[src/rtl/counter_day_if.sv]
// Day-counter bus: calendar inputs and load request toward the counter; day, wrap strobe and ack back.
// The controller side drives the master modport; the counter implements the slave modport.
interface counter_day_if #(
  parameter int YEAR_W = 12
);
  logic              en;
  logic [6:0]        month_in;
  logic [YEAR_W-1:0] year_in;
  logic              load;
  logic [4:0]        set_day;
  logic              load_ack;
  logic [4:0]        day_w;
  logic              month_clk;

  modport master (
    output en, month_in, year_in, load, set_day,
    input  load_ack, day_w, month_clk
  );

  modport slave (
    input  en, month_in, year_in, load, set_day,
    output load_ack, day_w, month_clk
  );
endinterface

[src/rtl/counter_day.sv]
// Day-of-month counter with Gregorian month length: one day per edge, 1-cycle registered outputs.
// No backpressure; a level load is taken once per assertion, and load_ack pulses while the FSM is in ACK.
module counter_day #(
  parameter int YEAR_W = 12
) (
  input  logic         day_clk,
  input  logic         rst,
  counter_day_if.slave bus
);

  typedef enum logic [1:0] {IDLE, ACK, WAIT_LOW} ld_state_t;

  ld_state_t   state_q, state_d;
  logic        capture;
  logic        leap;
  logic [4:0]  last_day;
  logic [4:0]  clamped;
  logic [31:0] year32;
  logic [4:0]  day_q;
  logic        month_clk_q;
  logic        load_ack_q;

  assign year32 = {{(32 - YEAR_W){1'b0}}, bus.year_in};
  assign leap   = (year32[1:0] == 2'b00) &&
                  (((year32 % 32'd100) != 32'd0) || ((year32 % 32'd400) == 32'd0));

  always_comb begin
    last_day = 5'd31;
    case (bus.month_in)
      7'd1:                      last_day = leap ? 5'd29 : 5'd28;
      7'd3, 7'd5, 7'd8, 7'd10:   last_day = 5'd30;
      default:                   last_day = 5'd31;
    endcase
  end

  always_comb begin
    clamped = bus.set_day;
    if (bus.set_day == 5'd0)
      clamped = 5'd1;
    else if (bus.set_day > last_day)
      clamped = last_day;
  end

  always_comb begin
    state_d = state_q;
    capture = 1'b0;
    case (state_q)
      IDLE: begin
        if (bus.load) begin
          capture = 1'b1;
          state_d = ACK;
        end
      end
      ACK:      state_d = bus.load ? WAIT_LOW : IDLE;
      WAIT_LOW: if (!bus.load) state_d = IDLE;
      default:  state_d = IDLE;
    endcase
  end

  always_ff @(posedge day_clk or posedge rst) begin
    if (rst) begin
      state_q     <= IDLE;
      day_q       <= 5'd1;
      month_clk_q <= 1'b0;
      load_ack_q  <= 1'b0;
    end else begin
      state_q    <= state_d;
      load_ack_q <= capture;
      if (capture) begin
        day_q       <= clamped;
        month_clk_q <= 1'b0;
      end else if (bus.en) begin
        // >= rather than == so a day stranded past a shorter new month still wraps
        if (day_q >= last_day) begin
          day_q       <= 5'd1;
          month_clk_q <= 1'b1;
        end else begin
          day_q       <= day_q + 5'd1;
          month_clk_q <= 1'b0;
        end
      end else begin
        month_clk_q <= 1'b0;
      end
    end
  end

  assign bus.day_w     = day_q;
  assign bus.month_clk = month_clk_q;
  assign bus.load_ack  = load_ack_q;

endmodule

[src/flat_wrapper.sv]
// flat-port wrapper written by rule: the top's interface ports become plain ports
module counter_day_flat 
#(
  parameter int YEAR_W = 12
)
  (day_clk, rst, bus_en, bus_month_in, bus_year_in, bus_load, bus_set_day, bus_load_ack, bus_day_w, bus_month_clk);
  counter_day_if #(.YEAR_W(YEAR_W)) bus_i ();
  input  logic day_clk;
  input  logic rst;
  input wire logic [$bits(bus_i.en)-1:0] bus_en;
  input wire logic [$bits(bus_i.month_in)-1:0] bus_month_in;
  input wire logic [$bits(bus_i.year_in)-1:0] bus_year_in;
  input wire logic [$bits(bus_i.load)-1:0] bus_load;
  input wire logic [$bits(bus_i.set_day)-1:0] bus_set_day;
  output wire logic [$bits(bus_i.load_ack)-1:0] bus_load_ack;
  output wire logic [$bits(bus_i.day_w)-1:0] bus_day_w;
  output wire logic [$bits(bus_i.month_clk)-1:0] bus_month_clk;
  assign bus_i.en = bus_en;
  assign bus_i.month_in = bus_month_in;
  assign bus_i.year_in = bus_year_in;
  assign bus_i.load = bus_load;
  assign bus_i.set_day = bus_set_day;
  assign bus_load_ack = bus_i.load_ack;
  assign bus_day_w = bus_i.day_w;
  assign bus_month_clk = bus_i.month_clk;
  counter_day #(.YEAR_W(YEAR_W)) u_core (.day_clk(day_clk), .rst(rst), .bus(bus_i));
endmodule
[config.mk]
export PLATFORM = sky130hd
export DESIGN_NAME = counter_day_flat
export DESIGN_NICKNAME = d
export VERILOG_FILES = /design/src/rtl/counter_day_if.sv /design/src/rtl/counter_day.sv /design/src/flat_wrapper.sv
export SDC_FILE = /design/constraint.sdc
export NUM_CORES = 1
export LEC_CHECK = 0
export BUFFER_PORTS_ARGS = -buffer_cell sky130_fd_sc_hd__buf_2
export CORE_MARGIN = 8
export CORE_UTILIZATION = 45
export CTS_CLUSTER_DIAMETER = 120
export DETAILED_ROUTE_END_ITERATION = 8
export PLACE_DENSITY = 0.78
export SYNTH_ARGS = -nofsm -noshare
export SYNTH_HDL_FRONTEND = slang
export SYNTH_SLANG_ARGS = --single-unit
export TNS_END_PERCENT = 50
[constraint.sdc]
create_clock -name day_clk -period 2.6 [get_ports day_clk]
set_input_delay 0.39 -clock day_clk [delete_from_list [all_inputs] [get_ports day_clk]]
set_output_delay 0.39 -clock day_clk [all_outputs]
set_load 0.02 [all_outputs]
Yosys cells after proc, flatten, opt, wreduce, memory -nomap -nowiden

Cells that the tools add are included.

Flip-flop bits (word level): 9
Bits of input ports: 28
Output and inout port bits: 7
Logic and storage cells: 44

Add/subtract/negate cells: 1
Div/mod/pow operators: 2
Order comparisons: 2
Equal/unequal tests: 9
Mux-type cells: 16
Reductions and logical operators: 10

Operators by type and width:

| operator                                                | number |
|---|---|
| zero test 32 bit                                        | 1 |
| remainder unit 12 x 7 -> 32 bit (second input constant) | 1 |
| remainder unit 12 x 9 -> 32 bit (second input constant) | 1 |
| nonzero test 32 bit                                     | 1 |
| 2-to-1 mux 5 bit                                        | 5 |
| == test 7 x 4 -> 1 bit (second input constant)          | 2 |
| one-hot mux 5 bit (2 select lines)                      | 1 |
| == test 7 x 1 -> 1 bit (second input constant)          | 1 |
| == test 7 x 2 -> 1 bit (second input constant)          | 1 |
| == test 7 x 3 -> 1 bit (second input constant)          | 1 |
| 2-to-1 mux 1 bit                                        | 6 |
| 2-to-1 mux 2 bit                                        | 3 |
| one-hot mux 2 bit (3 select lines)                      | 1 |
| adder 5 x 1 -> 5 bit (second input constant)            | 1 |
| greater-or-equal comparator 5 bit                       | 1 |
| greater-than comparator 5 bit                           | 1 |
| zero test 5 bit                                         | 1 |
| zero test 2 bit                                         | 2 |
| != test 2 bit (second input constant)                   | 2 |
| OR reduction 4 bit                                      | 1 |
| == test 2 x 1 -> 1 bit (second input constant)          | 1 |
| == test 2 bit (second input constant)                   | 1 |
| AND reduction 2 bit                                     | 1 |
| nonzero test 2 bit                                      | 1 |
| 2 further kinds                                         | 2 |

Longest topological paths before layout

Gate-level depths: netlist (run 1).

Depth after elaboration: 10
Mapped depth: 28
Mapped depth without buffers: 26

Least setup slack after synthesis (run 1)

Ideal clock, no wire load.

Path type: input port to flip-flop
Start: input bus_year_in[8]
End: register u_core.day_q[2] (netlist: u_core.bus.day_w[2])
Library setup time: 0.116 ns
Arrival time: 5.494 ns
Data required time: 2.484 ns
Setup slack: -3.010 ns
Stages on the path: 26
Buffers on the path: 2
Path through: buf_2 o31ai_2 inv_1 ha_1 nand2_1 o2111ai_1 and3_1 a221oi_2 o21a_1 buf_6 mux2_4 a311o_1 a221oi_2 o21a_1 o211ai_1 a2111o_1 a21oi_2 nor2_1 ha_1 nand2b_1 a21oi_1 nor2_1 or2_2 o21ai_0 nand2_1 o311ai_0

Cells in the longest elaborated chain, start to end: 10
Elaborated cells on any way between the ends: 15
Those cells by class: div (2); order compare (2); mux (7); reduce/logical (4)

Ends and longest elaborated chain:

| item                                                                               | RTL line                             | text |
|---|---|---|
| start: declaration                                                                 | flat_wrapper.sv:12                   | `input wire logic [$bits(bus_i.year_in)-1:0] bus_year_in;` |
| remainder unit 12 x 7 -> 32 bit or remainder unit 12 x 9 -> 32 bit (tied branches) | counter_day.sv:25                    | `(((year32 % 32'd100) != 32'd0) \|\| ((year32 % 32'd400) == 32'd0));` |
| nonzero test 32 bit or zero test 32 bit (tied branches)                            | counter_day.sv:25                    |  |
| logical OR 1 bit (*)                                                               | counter_day.sv:25                    |  |
| logical AND 1 bit (*)                                                              | counter_day.sv:24                    | `assign leap = (year32[1:0] == 2'b00) &&` |
| 2-to-1 mux 1 bit (*)                                                               | counter_day.sv:30                    | `7'd1: last_day = leap ? 5'd29 : 5'd28;` |
| one-hot mux 5 bit (2 select lines) (*)                                             | counter_day.sv:29                    | `case (bus.month_in)` |
| greater-or-equal comparator 5 bit or greater-than comparator 5 bit (tied branches) | counter_day.sv:74, counter_day.sv:40 |  |
| 2-to-1 mux 5 bit (on tied branches)                                                | counter_day.sv:74, counter_day.sv:40 |  |
| 2-to-1 mux 5 bit (on tied branches)                                                | counter_day.sv:72, counter_day.sv:38 |  |
| 2-to-1 mux 5 bit (*)                                                               | counter_day.sv:69                    | `if (capture) begin` |
| end signal: assignment                                                             | counter_day.sv:70                    | `day_q <= clamped;` |
| end signal: assignment                                                             | counter_day.sv:78                    | `day_q <= day_q + 5'd1;` |
| end: declaration                                                                   | counter_day.sv:19                    | `logic [4:0] day_q;` |

Mark *: on every way between the ends. The rest lies on a longest branch, timed or not. The select of a mux whose other input is x is not followed.
A chain may end at the register's enable or synchronous reset.

Worst setup path in the final report (run 1)

Start: input bus_year_in[7]
End: register u_core.day_q[3] (netlist: u_core.bus.day_w[3])

The elaborated chain is that of the path after synthesis.

==> impl_metrics.py, run 1 <==
metrics = {
    "drt": {
        "finalWirelength_mm": 7.00,
        "drtPass1Iterations": 5,
        "via_per_inst": 6.44,
        "routed_wire_length_per_instance_um": 17.9,
        "drc_errors": 0,
        "ant_nets": 0,
        "detailedRoute.firstIterationViolations": 144,
        "dr_total_vias": 2519,
    },
    "global_routing": {
        "globalRouteOverflowTotal": 0,
        "maximum_number_of_pins_on_one_net_before_global_route_repair": 14,
        "grtUsageTotal_pct": 19.1,
        "number_of_antenna_violations_at_the_first_check_in_global_routing": 0,
        "grt_first_pass_wirelength_mm": 10.2,
        "via_count_of_the_first_global_routing_pass": 2318,
    },
    "worst_setup_path": {
        "timing.critical_path.fanout_max": 5,
        "worst_path_max_delay_cell": "a2111o_1",
        "timing.reg2reg.worst_path_depth": 8,
        "path_cells": "buf_8 > o31ai_4 > inv_2 > ha_4 > o21a_4 > o31ai_4 > a221oi_4 > o21a_1 > buf_4 > mux2_4 > a311o_1 > a221oi_2 > o21a_1 > o211ai_1 > a2111o_1 > a21oi_2 > nor2_2 > ha_1 > nand2b_4 > a21oi_4 > nor2_4 > or2_4 > o21ai_1 > a221o_1",
        "timing.critical_path.to_type": "register",
        "worst_ep_required_time_ns": 2.77,
        "worstSetupPathType": "in -> reg",
        "crit_arrival_ns": 5.33,
        "critPathMaxStageDelay_ns": 0.42,
        "crit_path_start_kind": "primary input",
    },
    "synth": {
        "synth_top_cells_by_area": "dfrtp_1 12%, o21ai_0 5.2%, a21oi_1 4.9%",
        "yosysWarningCount": 0,
        "syn_area_per_cell_um2": 7.24,
        "post-synth-top-area-cell": "dfrtp_1",
        "synth_async_sr_flop_share_pct": 100,
        "synth.ff_latch_count": 9,
        "seq_area_frac_synth_pct": 13.0,
        "number_of_nets_in_the_synthesized_netlist": 274,
        "syn-cell-area_um2": 1740,
        "synth_flop_cell": "dfrtp_1",
        "synth.cells.most_frequent": "21 x nor2_1, 18 x o21ai_0, 17 x a21oi_1",
        "ys_types": 70,
        "synth_enable_flop_cells": 0,
        "synth_cells": 240,
        "synthMostInstantiatedCell": "nor2_1",
        "synth_top_area_share_pct": 11.5,
    },
    "finish": {
        "finish.net_count": 378,
        "multi_input_comb_area_um2": 1690,
        "ff_latch_area_um2": 226,
        "fraction_of_final_layout_cells_sized_beyond_drive_strength_1_pct": 49.6,
        "area_delta_synth_final_pct": 63.8,
        "diodes": 0,
        "num-fill-cells": 230,
    },
    "run_status": {
        "failed_checks": "setup timing",
        "outcome": "complete, but fails checks",
    },
    "clock_tree": {
        "cts_made_buffers": 3,
        "worst_setup_hold_path_clk_slew_ns": 0.05,
        "clock_path_buffers": 2,
        "clk-insertion-delay-late_ns": 0.24,
        "clock_tree.htree_level_count": 1,
        "cts_root_buffer": "clkbuf_8",
        "cts.hold.buffers_added": 0,
        "cts_sinks": 9,
        "cts_tree": "yes",
    },
    "hold_path": {
        "hp-class": "in -> async",
    },
    "timing": {
        "setup_viol": 6,
        "timing.hold.ws_ns": 0.104,
        "grt_setup_unrepaired": "yes",
        "tns_ns": -14.53,
        "fmaxAchievable_mhz": 194,
        "final_hold_viol_count": 0,
        "worst_slew_margin_rel_pct": 70.7,
        "skew_ns": 0.000467,
        "post-route-period-util_pct": 198,
        "timing_worst_slew_pin_value_ns": 0.435,
        "timing.final.max_slew_violations": 0,
        "fin_crit_ns": 5.15,
        "final_setup_margin_ns": -2.55,
    },
    "floorplanning": {
        "die_area_um2": 6110,
        "chipWidth_um": 78.1,
        "io-pin-count": 35,
        "start_util_pct": 47.1,
        "core-area_um2": 3690,
        "die_h_um": 78.1,
        "floorplan.rows": 22,
    },
    "place": {
        "io_buffers": 34,
        "gp_routability_congestion": 0.946,
        "place.detailed.hpwl_mm": 4.48,
    },
    "run": {
        "max_cap_viol_count": 0,
    },
    "pwr": {
        "p_leak_nw": 1.27,
        "power_density_nw_per_um2": 537,
        "power.ir.vdd_worst_v": 0.000227,
    },
}
==> where the power goes <==
group	total, mW	internal, mW	leakage, nW	switching (mW)
registers	0.265	0.194	0.110	0.0708
logic	1.10	0.525	1.13	0.572
clock network	0.166	0.107	0.0228	0.0586
total	1.53	0.826	1.27	0.701
==> area by class of cell <==
type	instances	share of cell area [%]
Multi-Input combinational cell	207	59.4
Timing Repair Buffer	112	27.5
Sequential cell	9	7.96
Tap cell	48	2.11
Clock buffer	4	1.58
Inverter	11	1.45
==> layer usage <==
metal / global-route usage, % / vias to the layer above / wire length, um
li1: - / 1146 / -
met3: 2.05 / 31 / 552
met2: 33.3 / 153 / 3440
met5: 0 / - / 0
met4: 8.33 / 0 / 264
met1: 23.0 / 1189 / 2750
==> logic make-up (layout without fill, tap and decap cells) <==
group | Yosys count | count (layout) | share of synthesized area, %
simple gates | 97 | 97 | 30.5
compound gates | 94 | 94 | 40.0
buf+inv | 24 | 127 | 6.41
flops | 9 | 9 | 13.0
fa+ha+maj | 6 | 6 | 4.32
mux | 6 | 6 | 3.82
xor+xnor | 4 | 4 | 2.02
==> stage by stage <==
stage	utilization (%)	cell area, um^2	cells	power, mW	worst slack, ns
after floorplan	-	1850	240	0.822	-2.49
after CTS	72.9	2690	386	1.39	-2.26
after detailed placement	67.2	2480	373	1.14	-2.57
after global routing	77.2	2850	391	1.62	-2.69
final	77.2	2850	391	1.53	-2.55
after global placement	67.2	2480	373	1.11	-2.45
==> worst max-delay path: cells and delay by family <==
| family | cells | cell delay (ns) |
|---|---|---|
| buf+inv | 3 | 0.32 |
| fa+ha+maj | 2 | 0.53 |
| mux | 1 | 0.29 |
| simple gates | 4 | 0.53 |
| compound gates | 14 | 3.27 |
==> worst paths after layout <==
path,slack [ns],startpoint,endpoint
max reg2reg,0.62,u_core.bus.day_w[0]$_DFFE_PP1P_,u_core.bus.day_w[3]$_DFFE_PP0P_
max in group asynchronous,2.20,rst,u_core.bus.day_w[0]$_DFFE_PP1P_
min in group day_clk,0.42,bus_load,u_core.state_q[1]$_DFFE_PP0P_
min,0.10,rst,u_core.state_q[0]$_DFFE_PP0P_
max,-2.55,bus_year_in[7],u_core.bus.day_w[3]$_DFFE_PP0P_
min reg2reg,0.48,u_core.state_q[0]$_DFFE_PP0P_,u_core.state_q[0]$_DFFE_PP0P_
==> state kept, by name, summed over array words and instances (netlist names) <==
register / cells
u_core.state_q: 2
u_core.bus.month_clk: 1
u_core.bus.load_ack: 1
u_core.bus.day_w: 5
==> timing repair <==
| item | 4_1_cts | 5_1_grt |
|---|---|---|
| setup buffers | 9 | 5 |
| setup endpoints to repair | 6 | 6 |
| pin swaps | 26 | 21 |
| gates resized for setup | 20 | 25 |
==> cell usage in the layout, fill, tap and decap left out, types with 6 or more instances in the layout <==
cell type and instances:
o21ai_0 13, a21oi_1 12, nand2_1 12, buf_2 31, inv_1 10, nand3_1 10
nor3_1 6, nor2_1 18, nor4_1 7, dfrtp_1 8, buf_4 77
No activity file was read; power rests on OpenSTA's default activity.
==> inputs of run 2 (changes only) <==
==> constraint.sdc (replaced) <==
create_clock -name day_clk -period 2.6 [get_ports day_clk]
set_input_delay 0.52 -clock day_clk [delete_from_list [all_inputs] [get_ports day_clk]]
set_output_delay 0.52 -clock day_clk [all_outputs]
set_load 0.02 [all_outputs]
==> impl_metrics.py, run 2 (same netlist as run 1, synthesis figures left out) <==
metrics = {
    "worst_setup_path": {
        "timing.critical_path.to_type": "register",
        "startpoint": "bus_year_in[7]",
        "timing.critical_path.fanout_max": 5,
        "crit_arrival_ns": 5.16,
        "path_common_cell": "a21oi_2",
        "worstSetupPathType": "in -> reg",
        "worst_path_max_delay_cell": "a2111o_1",
        "worst_ep_required_time_ns": 2.76,
        "critPathMaxStageDelay_ns": 0.45,
        "reg_to_reg_critical_path_startpoint": "u_core.bus.day_w[0]$_DFFE_PP1P_",
        "crit_path_start_kind": "primary input",
    },
    "global_routing": {
        "grtUsageTotal_pct": 18.8,
        "number_of_antenna_violations_at_the_first_check_in_global_routing": 0,
        "maximum_number_of_pins_on_one_net_before_global_route_repair": 14,
        "via_count_of_the_first_global_routing_pass": 2241,
        "globalRouteOverflowTotal": 0,
        "grt_first_pass_wirelength_mm": 10.0,
    },
    "timing": {
        "fmaxAchievable_mhz": 200,
        "fin_crit_ns": 5.00,
        "timing_worst_slew_pin_value_ns": 0.386,
        "skew_ns": 0.00168,
        "final_hold_viol_count": 0,
        "timing.final.max_slew_violations": 0,
        "worst_slew_margin_rel_pct": 74.0,
        "post-route-period-util_pct": 192,
        "setup_viol": 6,
        "grt_setup_unrepaired": "yes",
        "final_setup_margin_ns": -2.40,
        "timing.hold.ws_ns": 0.236,
        "tns_ns": -14.20,
    },
    "finish": {
        "area_delta_synth_final_pct": 62.6,
        "instances_no_fill": 390,
        "layout.cells.most_common_list": "74 x buf_4, 31 x buf_2, 16 x nor2_1, 13 x o21ai_0, 12 x nand2_1",
        "finish.net_count": 377,
        "diodes": 0,
        "fraction_of_final_layout_cells_sized_beyond_drive_strength_1_pct": 49.1,
        "num-fill-cells": 231,
        "largest_reg_flops": 5,
        "most_frequent_standard_cell_in_the_layout_excluding_fill_and_tap_cells": "buf_4",
        "final_core_utilization_pct": 76.6,
    },
    "clock_tree": {
        "clock_path_buffers": 2,
        "cts_root_buffer": "clkbuf_8",
        "cts_tree": "yes",
        "clock_tree.htree_level_count": 1,
        "worst_setup_hold_path_clk_slew_ns": 0.05,
        "cts_sinks": 9,
        "cts_made_buffers": 3,
        "clk-insertion-delay-late_ns": 0.24,
        "cts.hold.buffers_added": 0,
    },
    "pwr": {
        "power.ir.vdd_worst_v": 0.000234,
        "p_seq_share_pct": 17.1,
        "power_density_nw_per_um2": 536,
        "pwr-share-comb_pct": 72.0,
        "total_switching_power_mw": 0.687,
        "sw_frac_of_total_pct": 45.4,
        "p_leak_nw": 1.27,
        "clkPwrFrac_pct": 10.9,
        "cell_internal_pwr_mw": 0.827,
    },
    "place": {
        "place_worst_setup_slack_ns": -2.73,
        "post-place-cells": 376,
        "gp_routability_congestion": 0.928,
        "place.detailed.hpwl_mm": 4.55,
        "io_buffers": 34,
    },
    "drt": {
        "drtPass1Iterations": 5,
        "drc_errors": 0,
        "routed_wire_length_per_instance_um": 17.1,
        "detailedRoute.firstIterationViolations": 134,
        "finalWirelength_mm": 6.66,
        "ant_nets": 0,
        "via_per_inst": 6.23,
        "dr_total_vias": 2429,
    },
    "floorplanning": {
        "core-area_um2": 3690,
        "chipWidth_um": 78.1,
        "die_area_um2": 6110,
        "start_util_pct": 47.1,
        "die_h_um": 78.1,
        "io-pin-count": 35,
        "floorplan.rows": 22,
    },
    "run_status": {
        "outcome": "complete, but fails checks",
        "failed_checks": "setup timing",
    },
    "run": {
        "max_cap_viol_count": 0,
    },
    "hold_path": {
        "hp-class": "in -> async",
    },
}
-- run 2: cell type report --
type / count / area (um^2) / share of cell area (%)
tap: 48 / 60.1 / 2.13
timing repair buffer: 111 / 791 / 28.0
sequential: 9 / 226 / 8.02
inverter: 11 / 41.3 / 1.46
multi-input combinational: 207 / 1660 / 58.8
clock buffer: 4 / 45.0 / 1.59
-- run 2: power by group through the flow --
| stage | Clock [mW] | Sequential (mW) | Combinational [mW] |
|---|---|---|---|
| 2_1_floorplan | 0 | 0.296 | 0.527 |
| 3_3_place_gp | 0 | 0.252 | 0.865 |
| 3_5_place_dp | 0 | 0.255 | 0.891 |
| 4_1_cts | 0.164 | 0.253 | 0.958 |
| 5_1_grt | 0.173 | 0.264 | 1.16 |
| 6_report | 0.166 | 0.258 | 1.09 |
-- run 2: path summary, 6_finish.rpt --
check	end	slack, ns	cells past startpoint
setup / recovery	u_core.bus.day_w[1]$_DFFE_PP0P_	-2.40	25
hold / removal	u_core.state_q[0]$_DFFE_PP0P_	0.24	2
setup reg to reg	u_core.bus.day_w[1]$_DFFE_PP0P_	0.70	10
hold reg to reg	u_core.state_q[0]$_DFFE_PP0P_	0.48	1
max in group asynchronous	u_core.bus.day_w[0]$_DFFE_PP1P_	2.07	2
min in group day_clk	u_core.state_q[0]$_DFFE_PP0P_	0.48	1
-- run 2: per-layer routing --
layer / share of wire, % / track usage, % / vias up
met4: 3.1 / 4.44 / 0
met5: 0 / 0 / -
met1: 41 / 23.1 / 1147
met3: 7.1 / 2.05 / 24
li1: - / - / 1139
met2: 49 / 33.9 / 119
-- run 2: timing repair --
item	in CTS	in global routing
hold endpoints to repair	0	0
setup buffers	4	6
gates resized for setup	23	20
pin swaps	27	27
endpoints found under the setup margin	6	6
-- run 2: stage by stage --
step | power (mW) | cell area (um^2)
3_5_place_dp | 1.15 | 2510
5_1_grt | 1.59 | 2830
6_report | 1.51 | 2830
4_1_cts | 1.38 | 2700
2_1_floorplan | 0.822 | 1850
3_3_place_gp | 1.12 | 2510
-- run 2: worst max-delay path, delay by kind of cell --
family                   cells  cell delay, ns
buffers and inverters        4            0.38
AO/OA/AOI/OAI               13            2.86
XOR/XNOR                     1            0.15
adder cells (fa/ha/maj)      2            0.53
multiplexers                 1            0.32
AND/OR/NAND/NOR              4            0.41
==> inputs of run 3 (changes only) <==
Settings changed: BUFFER_PORTS_ARGS -buffer_cell sky130_fd_sc_hd__buf_2 to -buffer_cell sky130_fd_sc_hd__buf_4, CORE_ASPECT_RATIO set to 0.7.
==> impl_metrics.py, run 3 (same netlist as run 1, synthesis figures left out) <==
metrics = {
    "global_routing": {
        "globalRouteOverflowTotal": 0,
        "via_count_of_the_first_global_routing_pass": 2401,
        "grt_first_pass_wirelength_mm": 11.6,
        "number_of_antenna_violations_at_the_first_check_in_global_routing": 0,
        "grtUsageTotal_pct": 22.5,
        "maximum_number_of_pins_on_one_net_before_global_route_repair": 15,
    },
    "drt": {
        "finalWirelength_mm": 7.70,
        "ant_nets": 0,
        "via_per_inst": 6.64,
        "detailedRoute.firstIterationViolations": 243,
        "routed_wire_length_per_instance_um": 19.8,
        "drtPass1Iterations": 6,
        "drc_errors": 0,
        "dr_total_vias": 2584,
    },
    "pwr": {
        "clkPwrFrac_pct": 10.7,
        "pwr-share-comb_pct": 72.7,
        "p_seq_share_pct": 16.7,
        "p_leak_nw": 1.27,
        "total_switching_power_mw": 0.727,
        "power_density_nw_per_um2": 552,
        "finalPower_mw": 1.59,
        "power.ir.vdd_worst_v": 0.000716,
        "cell_internal_pwr_mw": 0.860,
        "sw_frac_of_total_pct": 45.8,
    },
    "timing": {
        "final_hold_viol_count": 0,
        "timing_worst_slew_pin_value_ns": 0.445,
        "timing.hold.ws_ns": 0.284,
        "final_setup_margin_ns": -2.54,
        "fin_crit_ns": 5.14,
        "timing.final.max_slew_violations": 0,
        "skew_ns": 0.00149,
        "post-route-period-util_pct": 198,
        "tns_ns": -14.75,
        "setup_viol": 6,
        "fmaxAchievable_mhz": 194,
        "grt_setup_unrepaired": "yes",
        "worst_slew_margin_rel_pct": 70.0,
    },
    "finish": {
        "diodes": 0,
        "final_area_um2": 2880,
        "area_delta_synth_final_pct": 65.4,
        "final_core_utilization_pct": 75.6,
        "largest_reg_flops": 5,
        "layout.cells.most_common_list": "102 x buf_4, 15 x nor2_1, 13 x o21ai_0, 12 x nand2_1, 11 x a21oi_1",
        "finish.net_count": 372,
        "fraction_of_final_layout_cells_sized_beyond_drive_strength_1_pct": 49.9,
        "instances_no_fill": 389,
        "most_frequent_standard_cell_in_the_layout_excluding_fill_and_tap_cells": "buf_4",
    },
    "place": {
        "place.detailed.hpwl_mm": 5.16,
        "gp_routability_congestion": 0.935,
        "dpl_cell_area_um2": 2580,
        "io_buffers": 34,
        "post-place-cells": 379,
        "place_worst_setup_slack_ns": -2.77,
    },
    "run": {
        "max_cap_viol_count": 0,
    },
    "clock_tree": {
        "cts_root_buffer": "clkbuf_8",
        "cts.hold.buffers_added": 0,
        "worst_setup_hold_path_clk_slew_ns": 0.05,
        "cts_made_buffers": 3,
        "cts_tree": "yes",
        "clock_path_buffers": 2,
        "clock_tree.htree_level_count": 1,
        "clk-insertion-delay-late_ns": 0.24,
        "cts_sinks": 9,
    },
    "worst_setup_path": {
        "timing.reg2reg.worst_path_depth": 9,
        "worstSetupPathType": "in -> reg",
        "r2r_setup_slack_ns": 0.54,
        "worst_ep_required_time_ns": 2.77,
        "worst_r2r_endpoint": "u_core.bus.day_w[2]$_DFFE_PP0P_",
        "crit_arrival_ns": 5.31,
        "reg_to_reg_critical_path_startpoint": "u_core.bus.day_w[0]$_DFFE_PP1P_",
        "crit_path_start_kind": "primary input",
        "timing.critical_path.to_type": "register",
        "timing.critical_path.fanout_max": 3,
    },
    "run_status": {
        "outcome": "complete, but fails checks",
        "failed_checks": "setup timing",
    },
    "hold_path": {
        "hp-class": "in -> async",
    },
    "floorplanning": {
        "floorplan.rows": 19,
        "start_util_pct": 45.7,
        "core-area_um2": 3800,
        "die_area_um2": 6140,
        "io-pin-count": 35,
        "chipWidth_um": 90.3,
        "die_h_um": 68.0,
    },
}
run 3: cell count changes in the layout (fill, tap and decap cells not counted), moves of 2 or more:
cell,previous run,this run
o21ai_2,2,4
buf_4,74,102
or2_2,2,4
o21ai_1,5,3
or2_4,4,2
buf_2,31,0
buf_6,4,2
run 3: routing by layer:
metal  global-route usage, %  wire [um]
met1                    29.9       3210
met2                    37.7       3430
met3                    4.60        754
met4                    3.92        308
met5                       0          0
run 3: cell type report:
type	instances	area (um^2)
clock buffer	4	45.0
timing repair buffer	106	818
fill	253	928
inverter	11	41.3
tap	52	65.1
multi-input combinational	207	1680
sequential	9	226
run 3: worst max path at each step:
| stage | from | to | slack, ns | cells past startpoint |
|---|---|---|---|---|
| final | bus_year_in[7] | u_core.bus.day_w[1]$_DFFE_PP0P_ | -2.54 | 23 |
| after global routing | bus_year_in[7] | u_core.bus.day_w[1]$_DFFE_PP0P_ | -2.73 | 23 |
| after CTS | bus_year_in[8] | u_core.bus.day_w[0]$_DFFE_PP1P_ | -2.38 | 26 |
| after detailed placement | bus_year_in[7] | u_core.bus.day_w[0]$_DFFE_PP1P_ | -2.77 | 27 |
| after global placement | bus_year_in[7] | u_core.bus.day_w[0]$_DFFE_PP1P_ | -2.57 | 27 |
| after floorplan | bus_year_in[8] | u_core.bus.day_w[2]$_DFFE_PP0P_ | -2.62 | 26 |
run 3: power groups by stage:
stage	combinational [mW]	sequential [mW]	clock (mW)
3_3_place_gp	0.913	0.252	0
5_1_grt	1.23	0.269	0.180
4_1_cts	1.00	0.258	0.170
2_1_floorplan	0.527	0.296	0
6_report	1.15	0.265	0.169
3_5_place_dp	0.942	0.258	0
run 3: what timing repair did:
| item | 4_1_cts | 5_1_grt |
|---|---|---|
| resized for setup | 21 | 24 |
| buffers inserted | 4 | 2 |
| pin swaps | 28 | 27 |
| endpoints found under the setup margin | 6 | 6 |
run 3: worst max-delay path, cell delays in order:
cell	delay, ns
buf_8	0.10
o31ai_4	0.26
inv_2	0.07
ha_4	0.27
o21a_4	0.23
o31ai_4	0.28
xnor2_2	0.16
o21a_1	0.22
mux2_4	0.32
a311o_1	0.34
a221oi_2	0.28
o21a_1	0.17
o211ai_1	0.09
a2111o_1	0.43
a21oi_2	0.20
nor2_2	0.08
ha_1	0.29
a21oi_1	0.19
o21ai_1	0.14
or2_2	0.33
a21oi_2	0.14
a21oi_2	0.06
a21oi_2	0.11
